**config.mk**
```make
export PLATFORM = sky130hd
export DESIGN_NAME = pc_fetch_ctrl
export DESIGN_NICKNAME = d
export VERILOG_FILES = /design/src/rtl/pc_fetch_ctrl.sv
export SDC_FILE = /design/constraint.sdc
export NUM_CORES = 1
export LEC_CHECK = 0
export CORE_ASPECT_RATIO = 0.8
export CORE_MARGIN = 1
export CORE_UTILIZATION = 55
export DETAILED_ROUTE_END_ITERATION = 10
export GPL_TIMING_DRIVEN = 0
export PLACE_DENSITY_LB_ADDON = 0.1
export SLEW_MARGIN = 0
export SYNTH_ARGS = -nofsm -noshare
export SYNTH_HDL_FRONTEND = slang
export SYNTH_SLANG_ARGS = --single-unit
```
**constraint.sdc**
```tcl
create_clock -name clk -period 4.9 [get_ports clk]
set_input_delay 0.98 -clock clk [delete_from_list [all_inputs] [get_ports clk]]
set_output_delay 0.98 -clock clk [all_outputs]
set_load 0.02 [all_outputs]
```
**src/rtl/pc_fetch_ctrl.sv**
```systemverilog
// pc_fetch_ctrl: holds the architectural PC and runs instruction fetch.
// It keeps at most one imem request in flight. The if_* output slot is
// backed by a one-entry skid buffer, so a zero-wait memory can deliver one
// instruction per cycle. Execute-stage redirects go through a drain state
// when a request is still outstanding.
// Optional feature: define PC_MISALIGN_TRAP_EN to add the misalign_trap and
// trap_addr outputs and a TRAP state for misaligned redirect targets.
module pc_fetch_ctrl #(
  parameter logic [31:0] RESET_PC   = 32'h0000_0000,
  parameter int unsigned BOOT_DELAY = 2
) (
  input  logic        clk,
  input  logic        rst_n,
  input  logic        stall,
  input  logic [1:0]  br_taken,
  input  logic [31:0] ex_pc,
  input  logic [31:0] imm,
  input  logic [31:0] op1,
  output logic        imem_req,
  output logic [31:0] imem_addr,
  input  logic        imem_ack,
  input  logic [31:0] imem_rdata,
  output logic        if_valid,
  output logic [31:0] if_inst,
  output logic [31:0] if_pc,
  output logic        flush
`ifdef PC_MISALIGN_TRAP_EN
  ,
  output logic        misalign_trap,
  output logic [31:0] trap_addr
`endif
);

  localparam logic [31:0] NOP       = 32'h0000_0013;
  localparam logic [3:0]  BOOT_LAST = 4'(BOOT_DELAY - 1);

  typedef enum logic [2:0] {
    S_BOOT,
    S_FETCH,
    S_HOLD,
    S_DRAIN,
    S_TRAP
  } state_t;

  state_t      state_q, state_d;
  logic [31:0] pc_q, pc_d;
  logic [3:0]  cnt_q, cnt_d;
  logic        valid_q, valid_d;
  logic [31:0] inst_q, inst_d;
  logic [31:0] ifpc_q, ifpc_d;
  logic [31:0] skid_q, skid_d;
  logic [31:0] skid_pc_q, skid_pc_d;
  logic [31:0] drain_addr_q, drain_addr_d;
  logic        flush_q, flush_d;
  logic        trap_q, trap_d;

  logic [31:0] target_raw;
  logic [31:0] target;
  logic        misaligned;
  logic        redirect;
  logic        slot_free;
  logic        consume;

  // Compute the redirect target from the execute-stage operands.
  always_comb begin
    target_raw = ex_pc + imm;
    if (br_taken == 2'd2) begin
      target_raw = (op1 + imm) & ~32'h1;
    end
  end

`ifdef PC_MISALIGN_TRAP_EN
  assign target     = target_raw;
  assign misaligned = (target_raw[1:0] != 2'b00);
`else
  assign target     = target_raw & ~32'h3;
  assign misaligned = 1'b0;
`endif

  assign redirect  = ((br_taken == 2'd1) || (br_taken == 2'd2)) && (state_q != S_BOOT);
  assign slot_free = !valid_q || !stall;
  assign consume   = valid_q && !stall;

  // Compute the next state, the datapath updates and the fetch request.
  always_comb begin
    // NOTE: every signal gets a default first, so that no path through the case can leave one unassigned and infer a latch.
    state_d      = state_q;
    pc_d         = pc_q;
    cnt_d        = cnt_q;
    valid_d      = valid_q && stall;
    inst_d       = inst_q;
    ifpc_d       = ifpc_q;
    skid_d       = skid_q;
    skid_pc_d    = skid_pc_q;
    drain_addr_d = drain_addr_q;
    flush_d      = 1'b0;
    trap_d       = trap_q;
    imem_req     = 1'b0;
    imem_addr    = pc_q;

    unique case (state_q)
      S_BOOT: begin
        if (cnt_q >= BOOT_LAST) state_d = S_FETCH;
        else                    cnt_d   = cnt_q + 4'd1;
      end
      S_FETCH: begin
        imem_req = 1'b1;
        if (imem_ack) begin
          pc_d = pc_q + 32'd4;
          if (slot_free) begin
            valid_d = 1'b1;
            inst_d  = imem_rdata;
            ifpc_d  = pc_q;
          end else begin
            skid_d    = imem_rdata;
            skid_pc_d = pc_q;
            state_d   = S_HOLD;
          end
        end
      end
      S_HOLD: begin
        if (consume) begin
          valid_d = 1'b1;
          inst_d  = skid_q;
          ifpc_d  = skid_pc_q;
          state_d = S_FETCH;
        end
      end
      S_DRAIN: begin
        imem_req  = 1'b1;
        imem_addr = drain_addr_q;
        if (imem_ack) state_d = trap_q ? S_TRAP : S_FETCH;
      end
      S_TRAP: begin
      end
      default: state_d = S_BOOT;
    endcase

    // A redirect outranks stall and ack. An unacknowledged request must still be drained.
    if (redirect) begin
      valid_d = 1'b0;
      flush_d = 1'b1;
      trap_d  = misaligned;
      pc_d    = target;
      state_d = misaligned ? S_TRAP : S_FETCH;
      if (imem_req && !imem_ack) begin
        state_d = S_DRAIN;
        if (state_q == S_FETCH) drain_addr_d = pc_q;
      end
    end
  end

  // State register for the FSM, the PC, the output slot and the skid entry.
  always_ff @(posedge clk or negedge rst_n) begin
    if (!rst_n) begin
      state_q      <= S_BOOT;
      pc_q         <= RESET_PC;
      cnt_q        <= '0;
      valid_q      <= 1'b0;
      inst_q       <= NOP;
      ifpc_q       <= '0;
      skid_q       <= '0;
      skid_pc_q    <= '0;
      drain_addr_q <= RESET_PC;
      flush_q      <= 1'b0;
      trap_q       <= 1'b0;
    end else begin
      // NOTE: non-blocking assignments, so every register samples the values from before this edge.
      state_q      <= state_d;
      pc_q         <= pc_d;
      cnt_q        <= cnt_d;
      valid_q      <= valid_d;
      inst_q       <= inst_d;
      ifpc_q       <= ifpc_d;
      skid_q       <= skid_d;
      skid_pc_q    <= skid_pc_d;
      drain_addr_q <= drain_addr_d;
      flush_q      <= flush_d;
      trap_q       <= trap_d;
    end
  end

  assign if_valid = valid_q;
  assign if_inst  = inst_q;
  assign if_pc    = ifpc_q;
  assign flush    = flush_q;

`ifdef PC_MISALIGN_TRAP_EN
  logic [31:0] trap_addr_q;

  // Capture the target of each misaligned redirect that is taken.
  always_ff @(posedge clk or negedge rst_n) begin
    if (!rst_n)                       trap_addr_q <= '0;
    else if (redirect && misaligned)  trap_addr_q <= target;
  end

  assign misalign_trap = trap_q;
  assign trap_addr     = trap_addr_q;
`endif

endmodule
```
==> results of run 1 <==
cells in the mapped netlist, types with 3 or more instances:
cell	number
a211o_1	4
a21boi_0	3
a21o_1	16
a21oi_1	136
a221oi_2	3
a31oi_1	10
and2_1	7
and3_1	14
and4_1	4
buf_1	6
buf_4	4
clkbuf_1	52
dfrtp_1	189
dfstp_2	3
ha_1	70
inv_1	19
mux2_2	120
mux2i_1	66
nand2_1	81
nand3_1	24
nand4_1	9
nor2_1	120
nor2b_1	5
nor3_1	10
nor4_1	3
o211ai_1	7
o21ai_0	49
o22ai_1	5
or2_2	4
xnor2_1	47
xor2_1	36
worst paths after layout:
kind,endpoint,slack [ps],cells after the start
max in group asynchronous,skid_pc_q[24]$_DFFE_PN0P_,3390,2
min in group asynchronous,if_inst[28]$_DFFE_PN0P_,620,1
min,cnt_q[3]$_DFFE_PN0P_,470,1
max,imem_addr[16],1100,5
max reg2reg,if_inst[21]$_DFFE_PN0P_,1710,9
min reg2reg,cnt_q[3]$_DFFE_PN0P_,470,1
stage by stage:
step	setup TNS (ps)	instances
5_1_grt	0	1716
3_3_place_gp	-948470	1682
6_report	0	1716
3_5_place_dp	0	1684
4_1_cts	0	1716
2_1_floorplan	0	1185
registers in the layout, summed over array words and instances (netlist names):
| signal | cells |
|---|---|
| cnt_q | 4 |
| drain_addr_q | 30 |
| flush | 1 |
| if_inst | 32 |
| if_pc | 30 |
| if_valid | 1 |
| pc_q | 30 |
| skid_pc_q | 30 |
| skid_q | 32 |
| state_q | 2 |
power breakdown:
part	total (uW)	internal [uW]	leakage, uW	switching (uW)
clock	1560	985	0.000325	577
combinational	4340	2050	0.00373	2290
sequential	2880	2350	0.00229	532
total	8780	5380	0.00635	3400
logic make-up (layout without fill, tap and decap cells):
group                      count (synthesis)  in the layout
muxes                                    187            187
buffers and inverters                     83            345
xor gates and xnor gates                  83             83
DFF                                      192            192
and+or+nand+nor                          292            292
other                                      1              4
AOI/OAI and AO/OA                        274            274
adders and majority gates                 70             70
final cells by class:
cell class                 count  area (sq um)  area share [%]
buffer                        63           253            1.67
clock buffer                  22           464            3.07
clock inverter                10           206            1.36
inverter                      20          75.1           0.496
multi-input combinational    910          6680            44.1
sequential                   192          4810            31.7
tap                          269           337            2.22
timing repair buffer         230          2320            15.3
worst reg2reg max path: cells and delay by family, from the launching register on:
| kind | cells | cell delay [ps] |
|---|---|---|
| buffers and inverters | 5 | 1580 |
| AO/OA/AOI/OAI | 2 | 790 |
| flip-flops | 1 | 400 |
| adder cells (fa/ha/maj) | 1 | 150 |
| multiplexers | 1 | 130 |
layer usage:
layer	global-route usage (%)	up-vias
li1	-	4737
met1	38.1	4611
met2	42.2	338
met4	8.52	0
met5	0	-
met3	3.02	35
==> reports/qor.yml, run 1 <==
layout:
  drive_gt1_share_pct: 12.8
  utilization_pct: 72.5
  layout_common_cells: "clkdlybuf4s50_1, dfrtp_1, a21oi_1, mux2_2, nor2_1"
  diodes: 0
  fillers: 1546
  final_nets: 1638
  layout_commonest_cell: "clkdlybuf4s50_1"
  design_area_sq_um: 15100
  syn2layout_area_growth_pct: 28.3
logic_synthesis:
  synth_edf_count: 0
  synth_top_family_by_area: "multiplexers"
  synth.area.mux_share_pct: 17.2
  synth_top_cell_by_area: "dfrtp_1"
  synthAdderAreaFrac_pct: 7.42
  yosysUniqueCellTypes: 73
  synth.avg_cell_area_sq_um: 9.99
  synth_area_leaders: "dfrtp_1, mux2_2, ha_1"
  ys_ff_latch: 192
  synthCells: 1182
  synth_xor_area_share_pct: 6.16
  async_reset_ff_share_pct: 100
  yosysWarnings: 0
  synth_compound_area_share_pct: 14.6
  synth_area_sq_um: 11800
  synthFlopType: "dfrtp_1"
  synth_simple_gate_area_share_pct: 11.1
  yosys.area.top_type_share_pct: 40.1
  seq_area_frac_synth_pct: 40.7
outcome:
  violations: "design-rule violations"
  status: "complete, but fails checks"
sta:
  worst_pin_slew_ps: 834
  fmax_mhz: 263
  whs_ps: 466
  hold_viol_final: 0
  slew_headroom_pct: 44.4
  finalCriticalPeriod_ps: 3800
  setup_ws_ps: 1100
  finClkSkew_ps: 9.11
  final-max-slew-violation-count: 0
  grt_setup_unrepaired: "no"
  setup_viol: 0
  period_share_pct: 77.6
clocking:
  cts_max_level: 4
  ctsHoldBuffers: 0
  cts_made_buffers: 17
  cts_num_sinks: 192
  post-cts-setup-buffers: 0
  root_buffer: "clkbuf_16"
  cts_max_path_buffers: 2
  clk_pin_slew_worst_paths_ps: 60
  worstSkewPairLatency_ps: 430
  cts_tree: "built"
  post_cts_resized: 0
worst_setup_path:
  worstSetupStartpointType: "flip-flop"
  path_cells: "ha_1 -> clkbuf_1 -> clkbuf_1 -> mux2_2 -> clkdlybuf4s50_1"
  critPathTopFamily: "buffers and inverters"
  path_common_cell: "clkbuf_1"
  cp.required_ps: 3920
  slowest_delay_ps: 570
  worstPathMaxFanout: 10
  worstSetupStartpoint: "state_q[0]$_DFFE_PN0P_"
  arrival_ps: 2820
  critPathSlowestCell: "clkdlybuf4s50_1"
  path_class: "reg -> out"
  end_kind: "primary output"
  rr_startpoint: "state_q[1]$_DFFE_PN0P_"
  worst-path-buf-inv: 3
die:
  core_area_sq_um: 20900
  fp-row-count: 47
  initial_utilization_pct: 56.5
  die_w_microns: 166
  die_height_microns: 133
  io_pins: 233
  die_area_sq_um: 22100
placement:
  hpwlAfterDp_microns: 22200
  pre_cts_slack_ps: 941
  portBuffers: 228
  placed_area_sq_um: 14500
  gp_congestion: 0.889
detailed_routing:
  ant_nets: 0
  dr.pass1.iters: 8
  wl_per_cell_microns: 17.0
  via_per_inst: 5.66
  finalWirelength_microns: 29200
  drc_errors: 19
  drt-initial-drc-count: 674
  met2_wirelength_microns: 13200
  via_count: 9721
  met3_length_microns: 1650
  m1WireLength_microns: 13800
  routed.top_layer: "met4"
pwr:
  cellPowerDensity_nw_per_um2: 580
  ir_worst_vdd_uv: 283
  power_uw: 8780
  cellLeakagePower_uw: 0.00635
global_route:
  grt-ovfl-total: 0
  grt_pass1_wl_microns: 46600
  first_global_vias: 9277
  antenna_found_initial: 0
  grt_use_total_pct: 26.5
  grt_start_max_net_pins: 115
min_path:
  hp-class: "reg -> reg"
  min_from: "cnt_q[3]$_DFFE_PN0P_"
flow_run:
  cap_violations: 0
(Power assumes the default switching activity.)
==> run 2: changes to the inputs <==
--- a/config.mk
+++ b/config.mk
@@ -7,7 +7,7 @@
 export LEC_CHECK = 0
 export CORE_ASPECT_RATIO = 0.8
 export CORE_MARGIN = 1
-export CORE_UTILIZATION = 55
+export CORE_UTILIZATION = 48
 export DETAILED_ROUTE_END_ITERATION = 10
 export GPL_TIMING_DRIVEN = 0
 export PLACE_DENSITY_LB_ADDON = 0.1
==> constraint.sdc (replaced) <==
create_clock -name clk -period 3.1 [get_ports clk]
set_input_delay 0.62 -clock clk [delete_from_list [all_inputs] [get_ports clk]]
set_output_delay 0.62 -clock clk [all_outputs]
set_load 0.02 [all_outputs]
==> run 2 against run 1 <==
Sequential share of layout area fell by 0.40 points. Sequential power rose by 57%. Clock skew decreased by 1.5 ps. The run now ends clean. Largest cell class unchanged. Clock-buffer cell count fell by 3. Critical path depth increased by 7. Final cell count grew 2.6%. Clock power increased by 48%. Via count shrank 1.6%.
==> reports/qor.yml, run 2 (same netlist as run 1, synthesis figures left out) <==
outcome:
  status: "completed"  # was complete, but fails checks
worst_setup_path:
  ff2ff_path_depth: 8  # was 9
  arrival_ps: 3310  # was 2820 ps
  reg2reg_to: "skid_q[2]$_DFFE_PN0P_"  # was if_inst[21]$_DFFE_PN0P_
  worstSetupStartpoint: "imm[9]"  # was state_q[0]$_DFFE_PN0P_
  slowest_delay_ps: 450  # was 570 ps
  end_kind: "flip-flop"  # was primary output
  rr_startpoint: "state_q[1]$_DFFE_PN0P_"  # unchanged
  path_cells: "clkdlybuf4s50_1 -> ha_1 -> nand2_1 -> o21ai_1 -> a221oi_2 -> buf_4 -> a31oi_4 -> a31o_4 -> nand4_1 -> and4b_1 -> o31ai_2 -> o22ai_2"  # was ha_1 -> clkbuf_1 -> clkbuf_1 -> mux2_2 -> clkdlybuf4s50_1
  cp.required_ps: 3400  # was 3920 ps
  critPathSlowestCell: "clkdlybuf4s50_1"  # unchanged
  worstSetupStartpointType: "input pin"  # was flip-flop
  rrSetupSlack_ps: 230  # was 1710 ps
  worstPathMaxFanout: 6  # was 10
  path_class: "in -> reg"  # was reg -> out
global_route:
  grt_use_total_pct: 23.5  # was 26.5%
  grt_pass1_wl_microns: 46700  # was 46600 microns
  first_global_vias: 9252  # was 9277
  antenna_found_initial: 0  # unchanged
  grt-ovfl-total: 0  # unchanged
  grt_start_max_net_pins: 108  # was 115
pwr:
  cellPowerDensity_nw_per_um2: 895  # was 580 nW/um^2
  ir_worst_vdd_uv: 444  # was 283 uV
  power_uw: 13700  # was 8780 uW
  cellLeakagePower_uw: 0.00638  # was 0.00635 uW
placement:
  portBuffers: 228  # unchanged
  placed_area_sq_um: 14500  # about the same
  gp_congestion: 0.839  # was 0.889
  hpwlAfterDp_microns: 22700  # was 22200 microns
  placedCellCount: 1726  # was 1684
layout:
  stdcell_count: 1760  # was 1716
  utilization_pct: 64.5  # was 72.5%
  layout_commonest_cell: "clkdlybuf4s50_1"  # unchanged
  diodes: 0  # unchanged
  fillers: 2007  # was 1546
  design_area_sq_um: 15300  # was 15100 sq um
  drive_gt1_share_pct: 14.4  # was 12.8%
  layout_common_cells: "clkdlybuf4s50_1, dfrtp_1, a21oi_1, mux2_2, nor2_1"  # unchanged
  final_nets: 1639  # was 1638
  syn2layout_area_growth_pct: 29.9  # was 28.3%
clocking:
  ctsHoldBuffers: 0  # unchanged
  cts_max_level: 4  # unchanged
  cts_tree: "built"  # unchanged
  root_buffer: "clkbuf_16"  # unchanged
  cts_max_path_buffers: 2  # unchanged
  worstSkewPairLatency_ps: 430  # about the same
  cts_num_sinks: 192  # unchanged
  clk_pin_slew_worst_paths_ps: 70  # was 60 ps
  cts_made_buffers: 17  # unchanged
min_path:
  hp-class: "in -> async"  # was reg -> reg
detailed_routing:
  via_count: 9562  # was 9721
  wl_per_cell_microns: 16.8  # was 17.0 microns
  finalWirelength_microns: 29500  # was 29200 microns
  via_per_inst: 5.43  # was 5.66
  ant_nets: 0  # unchanged
  drt-initial-drc-count: 582  # was 674
  drc_errors: 0  # was 19
  dr.pass1.iters: 5  # was 8
sta:
  period_share_pct: 97.1
  slew_headroom_pct: 49.2  # was 44.4%
  worst_pin_slew_ps: 762  # was 834 ps
  finClkSkew_ps: 7.58  # was 9.11 ps
  finalCriticalPeriod_ps: 3010
  hold_viol_final: 0  # unchanged
  setup_viol: 0  # unchanged
  whs_ps: 194  # was 466 ps
  fmax_mhz: 332
  final-max-slew-violation-count: 0  # unchanged
die:
  initial_utilization_pct: 49.7  # was 56.5%
  die_height_microns: 142  # was 133 microns
  die_w_microns: 177  # was 166 microns
  io_pins: 233  # unchanged
  die_area_sq_um: 25200  # was 22100 sq um
  fp-row-count: 50  # was 47
  core_area_sq_um: 23800  # was 20900 sq um
flow_run:
  cap_violations: 0  # unchanged
==> run 2: area by class of cell <==
type / instances / area (sq um) / area share (%)
multi-input cells: 910 / 6830 / 44.5
flip-flops and latches: 192 / 4810 / 31.4
repair buffers: 233 / 2350 / 15.3
clock buffers: 19 / 443 / 2.89
well taps: 312 / 390 / 2.55
plain buffers: 61 / 255 / 1.66
clock inverters: 13 / 185 / 1.21
inverters: 20 / 75.1 / 0.489
==> run 2: worst max-delay path by stage <==
stage,depth (start not counted),endpoint,slack (ps)
floorplan,10,pc_q[30]$_DFFE_PN0P_,240
global placement,1,pc_q[30]$_DFFE_PN0P_,-6640
detailed placement,6,if_inst[28]$_DFFE_PN0P_,-660
CTS,4,imem_addr[11],10
global route,11,pc_q[30]$_DFFE_PN0P_,-30
finish,12,pc_q[30]$_DFFE_PN0P_,90
==> run 2: stage by stage <==
stage / worst slack [ps] / TNS [ps]
finish: 88.6 / 0
global route: -28.6 / -51.3
CTS: 13.4 / 0
detailed placement: -659 / -44980
global placement: -6640 / -1306780
floorplan: 236 / 0
==> run 2: metal layers <==
metal  vias up  global-route usage [%]  wire [microns]
met1      4507                    34.3           14500
met3        28                    2.78            1400
met2       287                    36.6           13100
met5         -                       0               0
li1       4740                       -               -
met4         0                    6.70             453
==> run 2: power by group <==
group / switching (uW) / internal [uW] / total (uW)
combinational: 3620 / 3270 / 6900
sequential: 819 / 3710 / 4530
clock: 935 / 1370 / 2310
total: 5380 / 8360 / 13700
==> run 2: repair_timing <==
item                                    in CTS  in global routing
pin swaps                                    0                  9
resized for setup                           14                 22
setup buffers                                0                  4
endpoints found under the setup margin      91                 93
==> run 2: worst max-delay path, delay by kind of cell <==
kind	cells	cell delay, ps
compound gates	6	1190
fa+ha+maj	1	440
simple gates	3	440
buf+inv	2	610
==> run 3: changes to the inputs <==
--- a/config.mk
+++ b/config.mk
@@ -6,11 +6,11 @@
 export NUM_CORES = 1
 export LEC_CHECK = 0
 export CORE_ASPECT_RATIO = 0.8
-export CORE_MARGIN = 1
+export CORE_MARGIN = 5
 export CORE_UTILIZATION = 48
 export DETAILED_ROUTE_END_ITERATION = 10
 export GPL_TIMING_DRIVEN = 0
-export PLACE_DENSITY_LB_ADDON = 0.1
+export PLACE_DENSITY = 0.9
 export SLEW_MARGIN = 0
 export SYNTH_ARGS = -nofsm -noshare
 export SYNTH_HDL_FRONTEND = slang
==> run 3 against run 2 <==
Hold slack worse by 81 ps. Non-clock buffer count unchanged. Register-to-register slack better by 60 ps. Sequential cell count unchanged. Final area up 0.40%. Largest cell class unchanged. Highest routed layer unchanged.
==> reports/qor.yml, run 3 (same netlist as run 1, synthesis figures left out) <==
outcome:
  status: "completed"  # unchanged
die:
  die_w_microns: 185  # was 177 microns
  die_area_sq_um: 27800  # was 25200 sq um
  die_height_microns: 150  # was 142 microns
  initial_utilization_pct: 48.6  # was 49.7%
  fp-row-count: 51  # was 50
  io_pins: 233  # unchanged
  core_area_sq_um: 24300  # was 23800 sq um
worst_setup_path:
  path_cells: "clkdlybuf4s50_1 -> ha_4 -> a21o_1 -> a21o_1 -> a2111oi_4 -> o41ai_2 -> nand3b_1 -> a41oi_4 -> or2_1 -> mux2_4 -> o22ai_2"  # was clkdlybuf4s50_1 -> ha_1 -> nand2_1 -> o21ai_1 -> a221oi_2 -> buf_4 -> a31oi_4 -> a31o_4 -> nand4_1 -> and4b_1 -> o31ai_2 -> o22ai_2
  end_kind: "flip-flop"  # unchanged
  ff2ff_path_depth: 9  # was 8
  rr_startpoint: "state_q[1]$_DFFE_PN0P_"  # unchanged
  critPathSlowestCell: "clkdlybuf4s50_1"  # unchanged
  cp.required_ps: 3450  # was 3400 ps
  worstSetupStartpointType: "input pin"  # unchanged
  slowest_delay_ps: 550  # was 450 ps
  worstPathMaxFanout: 7  # was 6
  worstSetupStartpoint: "imm[23]"  # was imm[9]
  path_common_cell: "a21o_1"
  path_class: "in -> reg"  # unchanged
  arrival_ps: 3410  # was 3310 ps
sta:
  finClkSkew_ps: 11.0  # was 7.58 ps
  final-max-slew-violation-count: 0  # unchanged
  whs_ps: 114  # was 194 ps
  setup_viol: 0  # unchanged
  worst_pin_slew_ps: 813  # was 762 ps
  period_share_pct: 98.7  # was 97.1%
  hold_viol_final: 0  # unchanged
  fmax_mhz: 327  # was 332 MHz
  finalCriticalPeriod_ps: 3060  # was 3010 ps
  slew_headroom_pct: 45.8  # was 49.2%
layout:
  final_nets: 1639  # unchanged
  drive_gt1_share_pct: 14.8  # was 14.4%
  fillers: 1875  # was 2007
  diodes: 0  # unchanged
  layout_common_cells: "clkdlybuf4s50_1, dfrtp_1, a21oi_1, mux2_2, nor2_1"  # unchanged
  utilization_pct: 63.3  # was 64.5%
  layout_commonest_cell: "clkdlybuf4s50_1"  # unchanged
  syn2layout_area_growth_pct: 30.5  # was 29.9%
clocking:
  cts_tree: "built"  # unchanged
  ctsHoldBuffers: 0  # unchanged
  cts_num_sinks: 192  # unchanged
  worstSkewPairLatency_ps: 430  # about the same
  cts_max_level: 4  # unchanged
  clk_pin_slew_worst_paths_ps: 70  # about the same
  cts_max_path_buffers: 2  # unchanged
  cts_made_buffers: 17  # unchanged
  root_buffer: "clkbuf_16"  # unchanged
placement:
  portBuffers: 228  # unchanged
  gp_congestion: 0.899  # was 0.839
  hpwlAfterDp_microns: 25400  # was 22700 microns
global_route:
  antenna_found_initial: 0  # unchanged
  first_global_vias: 10000  # was 9252
  grt-ovfl-total: 0  # unchanged
  grt_start_max_net_pins: 129  # was 108
  grt_use_total_pct: 23.1  # was 23.5%
  grt_pass1_wl_microns: 51500  # was 46700 microns
pwr:
  cellLeakagePower_uw: 0.00639  # was 0.00638 uW
  ir_worst_vdd_uv: 403  # was 444 uV
  cellPowerDensity_nw_per_um2: 905  # was 895 nW/um^2
flow_run:
  cap_violations: 0  # unchanged
min_path:
  hp-class: "in -> async"  # unchanged
detailed_routing:
  dr.pass1.iters: 5  # unchanged
  wl_per_cell_microns: 18.7  # was 16.8 microns
  via_per_inst: 5.65  # was 5.43
  drt-initial-drc-count: 687  # was 582
  finalWirelength_microns: 33000  # was 29500 microns
  ant_nets: 0  # unchanged
  via_count: 9984  # was 9562
  drc_errors: 0  # unchanged
==> run 3: worst paths after layout <==
kind | end | slack [ps]
worst max-delay path | pc_q[30]$_DFFE_PN0P_ | 40
worst min-delay path | if_inst[29]$_DFFE_PN0P_ | 110
worst max register to register | if_inst[5]$_DFFE_PN0P_ | 290
worst min register to register | cnt_q[3]$_DFFE_PN0P_ | 470
max in group asynchronous | pc_q[4]$_DFFE_PN0P_ | 1980
min in group clk | cnt_q[3]$_DFFE_PN0P_ | 470
==> run 3: per-stage QoR <==
stage          setup TNS (ps)  instance area, sq um  total power [uW]  setup WS (ps)  std cells
2_1_floorplan               0                 11800              8610            236       1185
3_3_place_gp         -1227110                 14500             11200          -6230       1731
3_5_place_dp           -23910                 14500             11500           -552       1733
4_1_cts                     0                 15200             13900           8.65       1764
5_1_grt                 -54.2                 15400             14800          -32.3       1766
6_report                    0                 15400             13900           40.5       1766
==> run 3: metal layers <==
metal	routed length, microns	vias to the layer above	global-route usage (%)	part of all wire (%)
met5	0	-	0	0
met4	683	0	6.90	2.1
met3	2610	47	3.33	7.9
met2	15200	417	37.4	46
met1	14500	4784	32.4	44
li1	-	4736	-	-
==> run 3: area by class of cell <==
type / count / area [sq um] / area share (%)
sequential: 192 / 4810 / 31.2
clock buffer: 19 / 443 / 2.88
multi-input combinational: 910 / 6890 / 44.8
timing repair buffer: 233 / 2350 / 15.3
clock inverter: 13 / 174 / 1.13
inverter: 20 / 75.1 / 0.488
buffer: 61 / 259 / 1.68
tap: 318 / 398 / 2.58
==> run 3: where the power goes <==
group | leakage [uW] | internal (uW) | total [uW] | switching, uW
sequential | 0.00229 | 3710 | 4590 | 879
clock | 0.000297 | 1310 | 2300 | 992
combinational | 0.00380 | 3290 | 7050 | 3760
==> run 3: repair_timing <==
action | in CTS | in global routing
setup endpoints to repair | 91 | 130
pin swaps | 0 | 4
buffers inserted | 0 | 3
resized for setup | 12 | 32
cloned | 0 | 0
==> run 3: critical path, delay by kind of cell <==
kind                       cells  cell delay (ps)
adders and majority gates      1              250
buffers and inverters          1              550
AOI/OAI and AO/OA              6             1300
and+or+nand+nor                2              390
muxes                          1              310
